==> config.mk <==
export PLATFORM = sky130hd
export DESIGN_NAME = rt_axis_frontend_flat
export DESIGN_NICKNAME = d
export VERILOG_FILES = /design/src/rtl/rt_axis_frontend_pkg.sv /design/src/rtl/rt_axis_frontend_if.sv /design/src/rtl/rt_axis_frontend_skid.sv /design/src/rtl/rt_axis_frontend.sv /design/src/flat_wrapper.sv
export SDC_FILE = /design/constraint.sdc
export NUM_CORES = 2
export LEC_CHECK = 0
export CAP_MARGIN = 20
export CORE_AREA = 2 2 380 382
export CTS_CLUSTER_DIAMETER = 80
export DETAILED_ROUTE_END_ITERATION = 10
export DIE_AREA = 0 0 382 384
export PLACE_DENSITY = 0.44
export RECOVER_POWER = 100
export SLEW_MARGIN = 30
export SYNTH_ARGS = -nofsm -noshare
export SYNTH_HDL_FRONTEND = slang
export SYNTH_SLANG_ARGS = --single-unit
==> constraint.sdc <==
create_clock -name aclk -period 42.6 [get_ports aclk]
set_clock_uncertainty 0.15 [all_clocks]
set_input_delay 8.52 -clock aclk [delete_from_list [all_inputs] [get_ports aclk]]
set_output_delay 8.52 -clock aclk [all_outputs]
set_load 0.05 [all_outputs]
==> src/rtl/rt_axis_frontend_pkg.sv <==
// rt_axis_frontend_pkg: shared types for the raytracer AXI-Stream front end
//   state_e    - front-end FSM states
//   pix_beat_t - default pixel beat payload {data, last}
package rt_axis_pkg;

    localparam int PIX_W = 32;

    typedef enum logic [2:0] {
        CFG_RX,
        DRAIN,
        START,
        STREAM,
        FLUSH
    } state_e;

    typedef struct packed {
        logic [PIX_W-1:0] data;
        logic             last;
    } pix_beat_t;

endpackage

==> src/rtl/rt_axis_frontend_if.sv <==
// axis_if: AXI-Stream bundle
//   tvalid/tdata/tlast driven by master, tready driven by slave
interface axis_if #(
    parameter int W = 32
);
    logic         tvalid;
    logic         tready;
    logic [W-1:0] tdata;
    logic         tlast;

    modport master(output tvalid, output tdata, output tlast, input tready);
    modport slave(input tvalid, input tdata, input tlast, output tready);
endinterface

==> src/rtl/rt_axis_frontend_skid.sv <==
// axis_skid_buffer: 2-entry buffer with registered ready and valid
//   aclk/areset        clock, async active-high reset
//   in_valid/in_ready  upstream handshake, in_data payload
//   out_valid/out_ready downstream handshake, out_data payload
module axis_skid_buffer
    import rt_axis_pkg::*;
#(
    parameter type T = pix_beat_t
) (
    input  logic aclk,
    input  logic areset,
    input  logic in_valid,
    output logic in_ready,
    input  T     in_data,
    output logic out_valid,
    input  logic out_ready,
    output T     out_data
);
    T           mem [2];
    logic       wr;
    logic       rd;
    logic [1:0] cnt;
    logic       push;
    logic       pop;

    // Both handshake outputs come straight from the occupancy register.
    assign in_ready  = cnt != 2'd2;
    assign out_valid = cnt != 2'd0;
    assign out_data  = mem[rd];
    assign push      = in_valid && in_ready;
    assign pop       = out_valid && out_ready;

    always_ff @(posedge aclk or posedge areset) begin
        if (areset) begin
            mem[0] <= '0;
            mem[1] <= '0;
            wr     <= 1'b0;
            rd     <= 1'b0;
            cnt    <= 2'd0;
        end else begin
            if (push) begin
                mem[wr] <= in_data;
                wr      <= ~wr;
            end
            if (pop) rd <= ~rd;
            cnt <= cnt + 2'(push) - 2'(pop);
        end
    end
endmodule

==> src/rtl/rt_axis_frontend.sv <==
// rt_axis_frontend: config packet receiver and pixel stream framer
//   aclk/areset          clock, async active-high reset
//   s_axis               config packet stream in
//   m_axis               framed pixel stream out
//   cfg_data/cfg_valid   latched, length-checked configuration
//   render_start         one-cycle renderer start pulse
//   pix_valid/ready/data renderer pixel handshake
//   busy, cfg_err        frame in progress, malformed packet pulse
module rt_axis_frontend
    import rt_axis_pkg::*;
#(
    parameter int DATA_W         = 32,
    parameter int CFG_WORDS      = 27,
    parameter int IMG_W          = 32,
    parameter int IMG_H          = 32,
    parameter int TLAST_PER_LINE = 0
) (
    input  logic                        aclk,
    input  logic                        areset,
    axis_if.slave                       s_axis,
    axis_if.master                      m_axis,
    output logic [CFG_WORDS*DATA_W-1:0] cfg_data,
    output logic                        cfg_valid,
    output logic                        render_start,
    input  logic                        pix_valid,
    output logic                        pix_ready,
    input  logic [DATA_W-1:0]           pix_data,
    output logic                        busy,
    output logic                        cfg_err
);
    localparam int CW = $clog2(CFG_WORDS);
    localparam int XW = IMG_W > 1 ? $clog2(IMG_W) : 1;
    localparam int YW = IMG_H > 1 ? $clog2(IMG_H) : 1;

    typedef struct packed {
        logic [DATA_W-1:0] data;
        logic              last;
    } beat_t;

    state_e        state;
    state_e        nxt;
    logic [CW-1:0] cfg_idx;
    logic [XW-1:0] x;
    logic [YW-1:0] y;
    logic          s_rdy;
    logic          s_acc;
    logic          idx_end;
    logic          p_acc;
    logic          x_end;
    logic          y_end;
    logic          sk_ready;
    logic          sk_valid;
    beat_t         sk_in;
    beat_t         sk_out;

    assign s_axis.tready = s_rdy;
    assign s_acc         = s_axis.tvalid && s_rdy;
    assign idx_end       = cfg_idx == CW'(CFG_WORDS - 1);
    assign x_end         = x == XW'(IMG_W - 1);
    assign y_end         = y == YW'(IMG_H - 1);
    assign pix_ready     = state == STREAM && sk_ready;
    assign p_acc         = pix_valid && pix_ready;
    assign render_start  = state == START;
    assign busy          = state inside {START, STREAM, FLUSH};
    assign sk_in         = '{data: pix_data, last: x_end && (TLAST_PER_LINE != 0 || y_end)};
    assign m_axis.tvalid = sk_valid;
    assign m_axis.tdata  = sk_out.data;
    assign m_axis.tlast  = sk_out.last;

    always_comb begin
        nxt     = state;
        cfg_err = 1'b0;
        case (state)
            CFG_RX: begin
                if (s_acc && idx_end) nxt = s_axis.tlast ? START : DRAIN;
                cfg_err = s_acc && s_axis.tlast && !idx_end;
            end
            DRAIN: begin
                if (s_acc && s_axis.tlast) nxt = CFG_RX;
                cfg_err = s_acc && s_axis.tlast;
            end
            START:   nxt = STREAM;
            STREAM:  if (p_acc && x_end && y_end) nxt = FLUSH;
            FLUSH:   if (!sk_valid) nxt = CFG_RX;
            default: nxt = CFG_RX;
        endcase
    end

    always_ff @(posedge aclk or posedge areset) begin
        if (areset) begin
            state     <= CFG_RX;
            s_rdy     <= 1'b0;
            cfg_idx   <= '0;
            x         <= '0;
            y         <= '0;
            cfg_data  <= '0;
            cfg_valid <= 1'b0;
        end else begin
            state <= nxt;
            // Ready is registered from the next state so it never glitches with tvalid.
            s_rdy <= nxt == CFG_RX || nxt == DRAIN;
            if (state == CFG_RX && s_acc) begin
                cfg_data[cfg_idx*DATA_W +: DATA_W] <= s_axis.tdata;
                cfg_idx   <= s_axis.tlast || idx_end ? '0 : cfg_idx + 1'b1;
                cfg_valid <= s_axis.tlast && idx_end;
            end
            if (state == START) begin
                x <= '0;
                y <= '0;
            end else if (p_acc) begin
                x <= x_end ? '0 : x + 1'b1;
                if (x_end) y <= y_end ? '0 : y + 1'b1;
            end
        end
    end

    axis_skid_buffer #(.T(beat_t)) u_skid (
        .aclk      (aclk),
        .areset    (areset),
        .in_valid  (p_acc),
        .in_ready  (sk_ready),
        .in_data   (sk_in),
        .out_valid (sk_valid),
        .out_ready (m_axis.tready),
        .out_data  (sk_out)
    );
endmodule

==> src/flat_wrapper.sv <==
// flat-port wrapper written by rule: the top's interface ports become plain ports
module rt_axis_frontend_flat import rt_axis_pkg::*;
#(
    parameter int DATA_W         = 32,
    parameter int CFG_WORDS      = 27,
    parameter int IMG_W          = 32,
    parameter int IMG_H          = 32,
    parameter int TLAST_PER_LINE = 0
)
  (aclk, areset, cfg_data, cfg_valid, render_start, pix_valid, pix_ready, pix_data, busy, cfg_err, s_axis_tvalid, s_axis_tdata, s_axis_tlast, s_axis_tready, m_axis_tvalid, m_axis_tdata, m_axis_tlast, m_axis_tready);
  axis_if #(.W((32))) s_axis_i ();
  axis_if #(.W((32))) m_axis_i ();
  input  logic aclk;
  input  logic areset;
  output logic [CFG_WORDS*DATA_W-1:0] cfg_data;
  output logic cfg_valid;
  output logic render_start;
  input  logic pix_valid;
  output logic pix_ready;
  input  logic [DATA_W-1:0] pix_data;
  output logic busy;
  output logic cfg_err;
  input wire logic [$bits(s_axis_i.tvalid)-1:0] s_axis_tvalid;
  input wire logic [$bits(s_axis_i.tdata)-1:0] s_axis_tdata;
  input wire logic [$bits(s_axis_i.tlast)-1:0] s_axis_tlast;
  output wire logic [$bits(s_axis_i.tready)-1:0] s_axis_tready;
  output wire logic [$bits(m_axis_i.tvalid)-1:0] m_axis_tvalid;
  output wire logic [$bits(m_axis_i.tdata)-1:0] m_axis_tdata;
  output wire logic [$bits(m_axis_i.tlast)-1:0] m_axis_tlast;
  input wire logic [$bits(m_axis_i.tready)-1:0] m_axis_tready;
  assign s_axis_i.tvalid = s_axis_tvalid;
  assign s_axis_i.tdata = s_axis_tdata;
  assign s_axis_i.tlast = s_axis_tlast;
  assign s_axis_tready = s_axis_i.tready;
  assign m_axis_tvalid = m_axis_i.tvalid;
  assign m_axis_tdata = m_axis_i.tdata;
  assign m_axis_tlast = m_axis_i.tlast;
  assign m_axis_i.tready = m_axis_tready;
  rt_axis_frontend #(.DATA_W(DATA_W), .CFG_WORDS(CFG_WORDS), .IMG_W(IMG_W), .IMG_H(IMG_H), .TLAST_PER_LINE(TLAST_PER_LINE)) u_core (.aclk(aclk), .areset(areset), .s_axis(s_axis_i), .m_axis(m_axis_i), .cfg_data(cfg_data), .cfg_valid(cfg_valid), .render_start(render_start), .pix_valid(pix_valid), .pix_ready(pix_ready), .pix_data(pix_data), .busy(busy), .cfg_err(cfg_err));
endmodule
Word-level counts from Yosys, hierarchy flattened

Cells that the tools add are included.

Register bits after elaboration: 954
Logic and storage cells: 84

Bitwise gates (word level): 4
Muxes and demuxes: 22
Eq/ne operators: 9
Add/sub/neg operators: 6
Shift-type cells: 2
Reduce and logical (&&, ||, !) cells: 24
Order comparisons: 3

Operators by type and width:

| cell                                                                       | count |
|---|---|
| 864-bit bitwise mux                                                        | 1 |
| 32-bit by 34-bit variable shift with 864-bit output (first input constant) | 1 |
| 32-bit by 34-bit indexed part select with 864-bit output                   | 1 |
| 33-bit 2-to-1 mux                                                          | 4 |
| 66-bit bitwise mux                                                         | 1 |
| 5-bit 2-to-1 mux                                                           | 8 |
| 10-bit negation with 34-bit output                                         | 1 |
| 33-bit demux with 1-bit select                                             | 1 |
| 5-bit by 1-bit adder with 5-bit output (second input constant)             | 3 |
| 5-bit equality test (second input constant)                                | 3 |
| 3-bit case mux with 5 select lines                                         | 1 |
| 1-bit logical AND                                                          | 14 |
| 3-bit 2-to-1 mux                                                           | 4 |
| 3-bit by 1-bit equality test with 1-bit output (second input constant)     | 2 |
| 3-bit by 2-bit equality test with 1-bit output (second input constant)     | 2 |
| 3-bit zero test                                                            | 2 |
| 2-bit nonzero test                                                         | 3 |
| 2-bit greater-or-equal comparator (second input constant)                  | 2 |
| 1-bit inverter with 2-bit output                                           | 2 |
| 3-bit equality test (second input constant)                                | 1 |
| 3-bit nonzero test                                                         | 1 |
| 2-bit by 1-bit adder with 2-bit output                                     | 1 |
| 1-bit logical OR                                                           | 2 |
| 2-bit by 1-bit < comparator with 1-bit output (second input constant)      | 1 |
| other kinds (7)                                                            | 8 |

Depth between registers and ports, before layout

Depth in word-level cells: 9
Depth in mapped cells: 14

Cells and area by module

A second synthesis with hierarchy kept.

Cells, all modules: 3038
Area, all modules: 40572.7 µm²

By module, submodules not included:

| module           | times used | cells each | area an instance (µm²) | seq. area each (µm²) |
|---|---|---|---|---|
| rt_axis_frontend | 1          | 2839       | 37232.0                | 22121.2 |
| axis_skid_buffer | 1          | 199        | 3340.7                 | 1751.7 |

Worst setup path after synthesis

OpenSTA, ideal clock, no wires.

Kind: in2out
From: in s_axis_tlast
To: out cfg_err
Data required time: 33930 ps
Stages on the path: 2
Setup slack: 23615 ps
Arrival: 10315 ps
Cells stage by stage: and3_1 > nor4b_1

Longest elaborated chain between the ends: 3

RTL lines:

| what                                   | line                                           | source |
|---|---|---|
| from (decl)                            | flat_wrapper.sv:25                             | `input wire logic [$bits(s_axis_i.tlast)-1:0] s_axis_tlast;` |
| 1-bit logical AND (*)                  | rt_axis_frontend.sv:76, rt_axis_frontend.sv:80 |  |
| 1-bit logical AND                      | rt_axis_frontend.sv:76                         | `cfg_err = s_acc && s_axis.tlast && !idx_end;` |
| 1-bit case mux with 2 select lines (*) | rt_axis_frontend.sv:73                         | `case (state)` |
| to (decl)                              | flat_wrapper.sv:22                             | `output logic cfg_err;` |

Every way passes the cells marked *; elsewhere a longest branch is shown, timed or not.

==> metrics.md <==
| Metric | Value |
|---|---|
| Crit. End Element | asynchronous set/reset pin |
| Layout area overhead | 40.30% |
| Fraction of layout instances using a drive strength above 1 | between 10% and 20% |
| Worst slew pin tran | roughly 8.4 ns |
| First-pass detailed-route iteration total | 5 |
| Chip height | 384 um |
| Seq/Total Area, Yosys | 63.63% |
| I/O Pins | 974 |
| Worst Path Max Fanout | between 150 and 200 |
| Syn_nets | about 3600 |
| Slowest CP cell | clkbuf_1 |
| Max Freq | 0.03710 GHz |
| Vias after detailed routing | 29908 |
| Average vias per placed instance | 4.665 |
| Post-Syn Area | between 0.03 and 0.04 mm2 |
| Most common cell on crit path | clkbuf_1 |
| GRT Overall Usage | 23.97% |
| Outcome | finished with violations |
| First-pass GRT wire length | 247700 um |
| CTS hold repair buffers | 0 |
| Util after Layout | 36.86% |
| Antenna-violating nets left | 0 |
| CTS buffer count | 111 |
| WS Path Type | input port to asynchronous set/reset pin |
| Fin. max-slew vios | 2448 |
| Slew headroom | -458.0% |
| Clk sinks | between 900 and 1000 |
| Leakage power total | 25.39 nW |
| Post-CTS Setup Inserts | 0 |
| Final period util | a little over three fifths |
| Residual DRC | 0 |
| FF+latch count, synth | 954 |
| MaxCap Viol Count | 45 |
| Total global routing overflow | 0 |
| Cell area after layout | 0.05263 mm2 |
| Largest net degree at the start of global routing | 153 |
| Initial antenna violation count | 21 |
| Avg Cell Area, Syn | ~11 um2 |
| Total detailed-routing wirelength | about 180000 um |
| Chip width | 382 um |
| Final min period | 26.96 ns |
| HPWL after DPL | 119400 um |
| Placement-stage cell area | 0.04926 mm2 |
| Max clock buf depth | 3 |
| H-tree Lvls | 3 |
| Hold Path Class | flop to flop |
| Unrepaired setup endpoints after global routing | no |
| CP peak stage delay | 6.05 ns |
| Critical Path RT | approximately 43 ns |
| Post-synthesis cell count | 3526 |
| Core area | roughly 0.14 mm2 |
| Reg clk slew, reported paths | ~0.060 ns |
| Root Buffer Master | clkbuf_16 |
| GPL Wtd Cong | 0.8032 |
| Post_cts resized | 0 |
| Post-DR wirelength/cell | 28.01 um |
| Starting density of the core | 26.27% |
| Critical-path cell list | dlygate4sd3_1, clkinvlp_2, clkbuf_1, clkbuf_1, clkbuf_1, clkbuf_1 |
| Crit start category | input port |
| Worst setup margin | ~16 ns |
| Count of cell types in the netlist | 53 |
| Ys Warns | 0 |
| Final net count | 4487 |
| Setup violators final | 0 |
| Vias in the first global route | 29426 |
| Cell Pwr Density | 45.17 mW/mm2 |
| Clock latency on the worst-skew pair | 0.72 ns |
| Starting DRT DRC Count | 2150 |
| Commonest non-fill, non-tap cell in the layout | dfrtp_1 |
| Violated checks | max-capacitance violations, max-slew violations |
| Site row count | 139 |
| Die ar. | 0.1467 mm2 |
| Most frequent cells in the layout | dfrtp_1, dlygate4sd3_1, nand2_1, o21ai_0, mux2_2 |
| VDD IR-drop max | 38.11 uV |
| Fin. Hold Viols | 0 |
| Worst slack, placed | approximately 23 ns |
| IO buf count | 973 |
| Worst path arrival time | 27.22 ns |
| Setup TNS | 0 ns |
| CTS tree | yes |
sequential cells by signal, summed over array words and instances, names as in the netlist:
signal,count
u_core.y,5
u_core.cfg_valid,1
u_core.u_skid.mem,66
u_core.s_axis.tready,1
u_core.u_skid.rd,1
u_core.u_skid.cnt,2
u_core.u_skid.wr,1
u_core.x,5
u_core.cfg_data,864
u_core.cfg_idx,5
u_core.state,3
per-layer routing:
layer / vias up / track usage, % / routed length [um]
li1: 13754 / - / -
met1: 15012 / 30.83 / 75590
met2: 966 / 39.94 / 87010
met3: 176 / 6.563 / 12890
met4: 0 / 5.658 / 4065
met5: - / 0 / 0
final cells by class:
type                    instances  area (um2)
fillers                     14461       90150
clock buffers                 164        3279
clock inverters                43       515.5
diodes                          7       17.52
well taps                    1903        2381
flip-flops and latches        954       23870
inverters                     100       376.6
repair buffers               1047        9991
multi-input cells            2193       12200
per-stage QoR:
step / std cells / hold WS (ns) / power, mW
after floorplan: 3526 / 0.2944 / 1.229
after global placement: 6192 / 0.3104 / 1.422
after CTS: 6403 / 0.3279 / 2.430
after detailed placement: 6196 / 0.3124 / 1.424
after global routing: 6404 / 0.3390 / 2.464
final: 6411 / 0.3170 / 2.377
kinds of logic (layout without fill, tap and decap cells):
| group | after synthesis | count (layout) | share of synthesized area, % |
|---|---|---|---|
| simple gates | 1143 | 1143 | 13.07 |
| flops | 954 | 954 | 63.63 |
| compound gates | 789 | 789 | 11.31 |
| buf+inv | 379 | 1354 | 3.965 |
| mux | 245 | 245 | 7.551 |
| fa+ha+maj | 10 | 10 | 0.3335 |
| xor+xnor | 6 | 6 | 0.1401 |
| other cells | 0 | 7 | 0 |
power by group:
part | internal [mW] | leakage (nW) | switching, mW
Sequential | 0.949 | 12.8 | 0.0227
Clock | 0.587 | 1.88 | 0.410
Combinational | 0.0950 | 10.7 | 0.314
synth_stat cells (all sizes together):
library cell / count / share of area (%)
nor2b: 6 / 0.10
and4: 2 / 0.047
nand4b: 2 / 0.047
nor3b: 4 / 0.093
ha: 10 / 0.33
nor3: 9 / 0.15
a21oi: 11 / 0.15
o31ai: 99 / 2.0
nand2: 815 / 8.2
xor2: 2 / 0.047
inv: 100 / 1.0
or4: 3 / 0.060
xnor2: 4 / 0.093
dfrtp: 954 / 64
nand4: 17 / 0.28
a22o: 1 / 0.023
nand3: 189 / 2.5
or2: 3 / 0.050
o41ai: 4 / 0.11
mux2i: 19 / 0.51
and2: 7 / 0.12
o41a: 1 / 0.030
a31oi: 3 / 0.050
and4b: 2 / 0.053
nor4: 2 / 0.073
and3: 37 / 0.62
o31a: 1 / 0.023
nand4bb: 1 / 0.030
or3: 1 / 0.030
clkbuf: 257 / 2.6
o21ai: 667 / 8.9
nand2b: 9 / 0.15
a211oi: 1 / 0.020
mux2: 226 / 7.0
or4b: 3 / 0.080
nand3b: 1 / 0.020
nor2: 27 / 0.27
nor4b: 3 / 0.13
buf: 22 / 0.39
a21boi: 1 / 0.020
path summary, 6_finish.rpt:
path | endpoint | depth (start not counted) | from | slack, ns
min in group asynchronous | u_core.cfg_data[633] | 2 | areset | 9.65
worst min register to register | u_core.cfg_data[216] | 2 | u_core.cfg_data[216] | 0.32
max in group aclk | cfg_err | 4 | s_axis_tlast | 23.01
worst max-delay path | u_core.cfg_data[714] | 6 | areset | 15.64
worst max register to register | u_core.cfg_data[98] | 10 | u_core.cfg_idx[0] | 35.61
worst min-delay path | u_core.cfg_data[216] | 2 | u_core.cfg_data[216] | 0.32
critical path: cells and delay by family:
family                 cells  cell delay (ns)
buffers and inverters      6            18.47
Power figures use the tool's default switching activity.
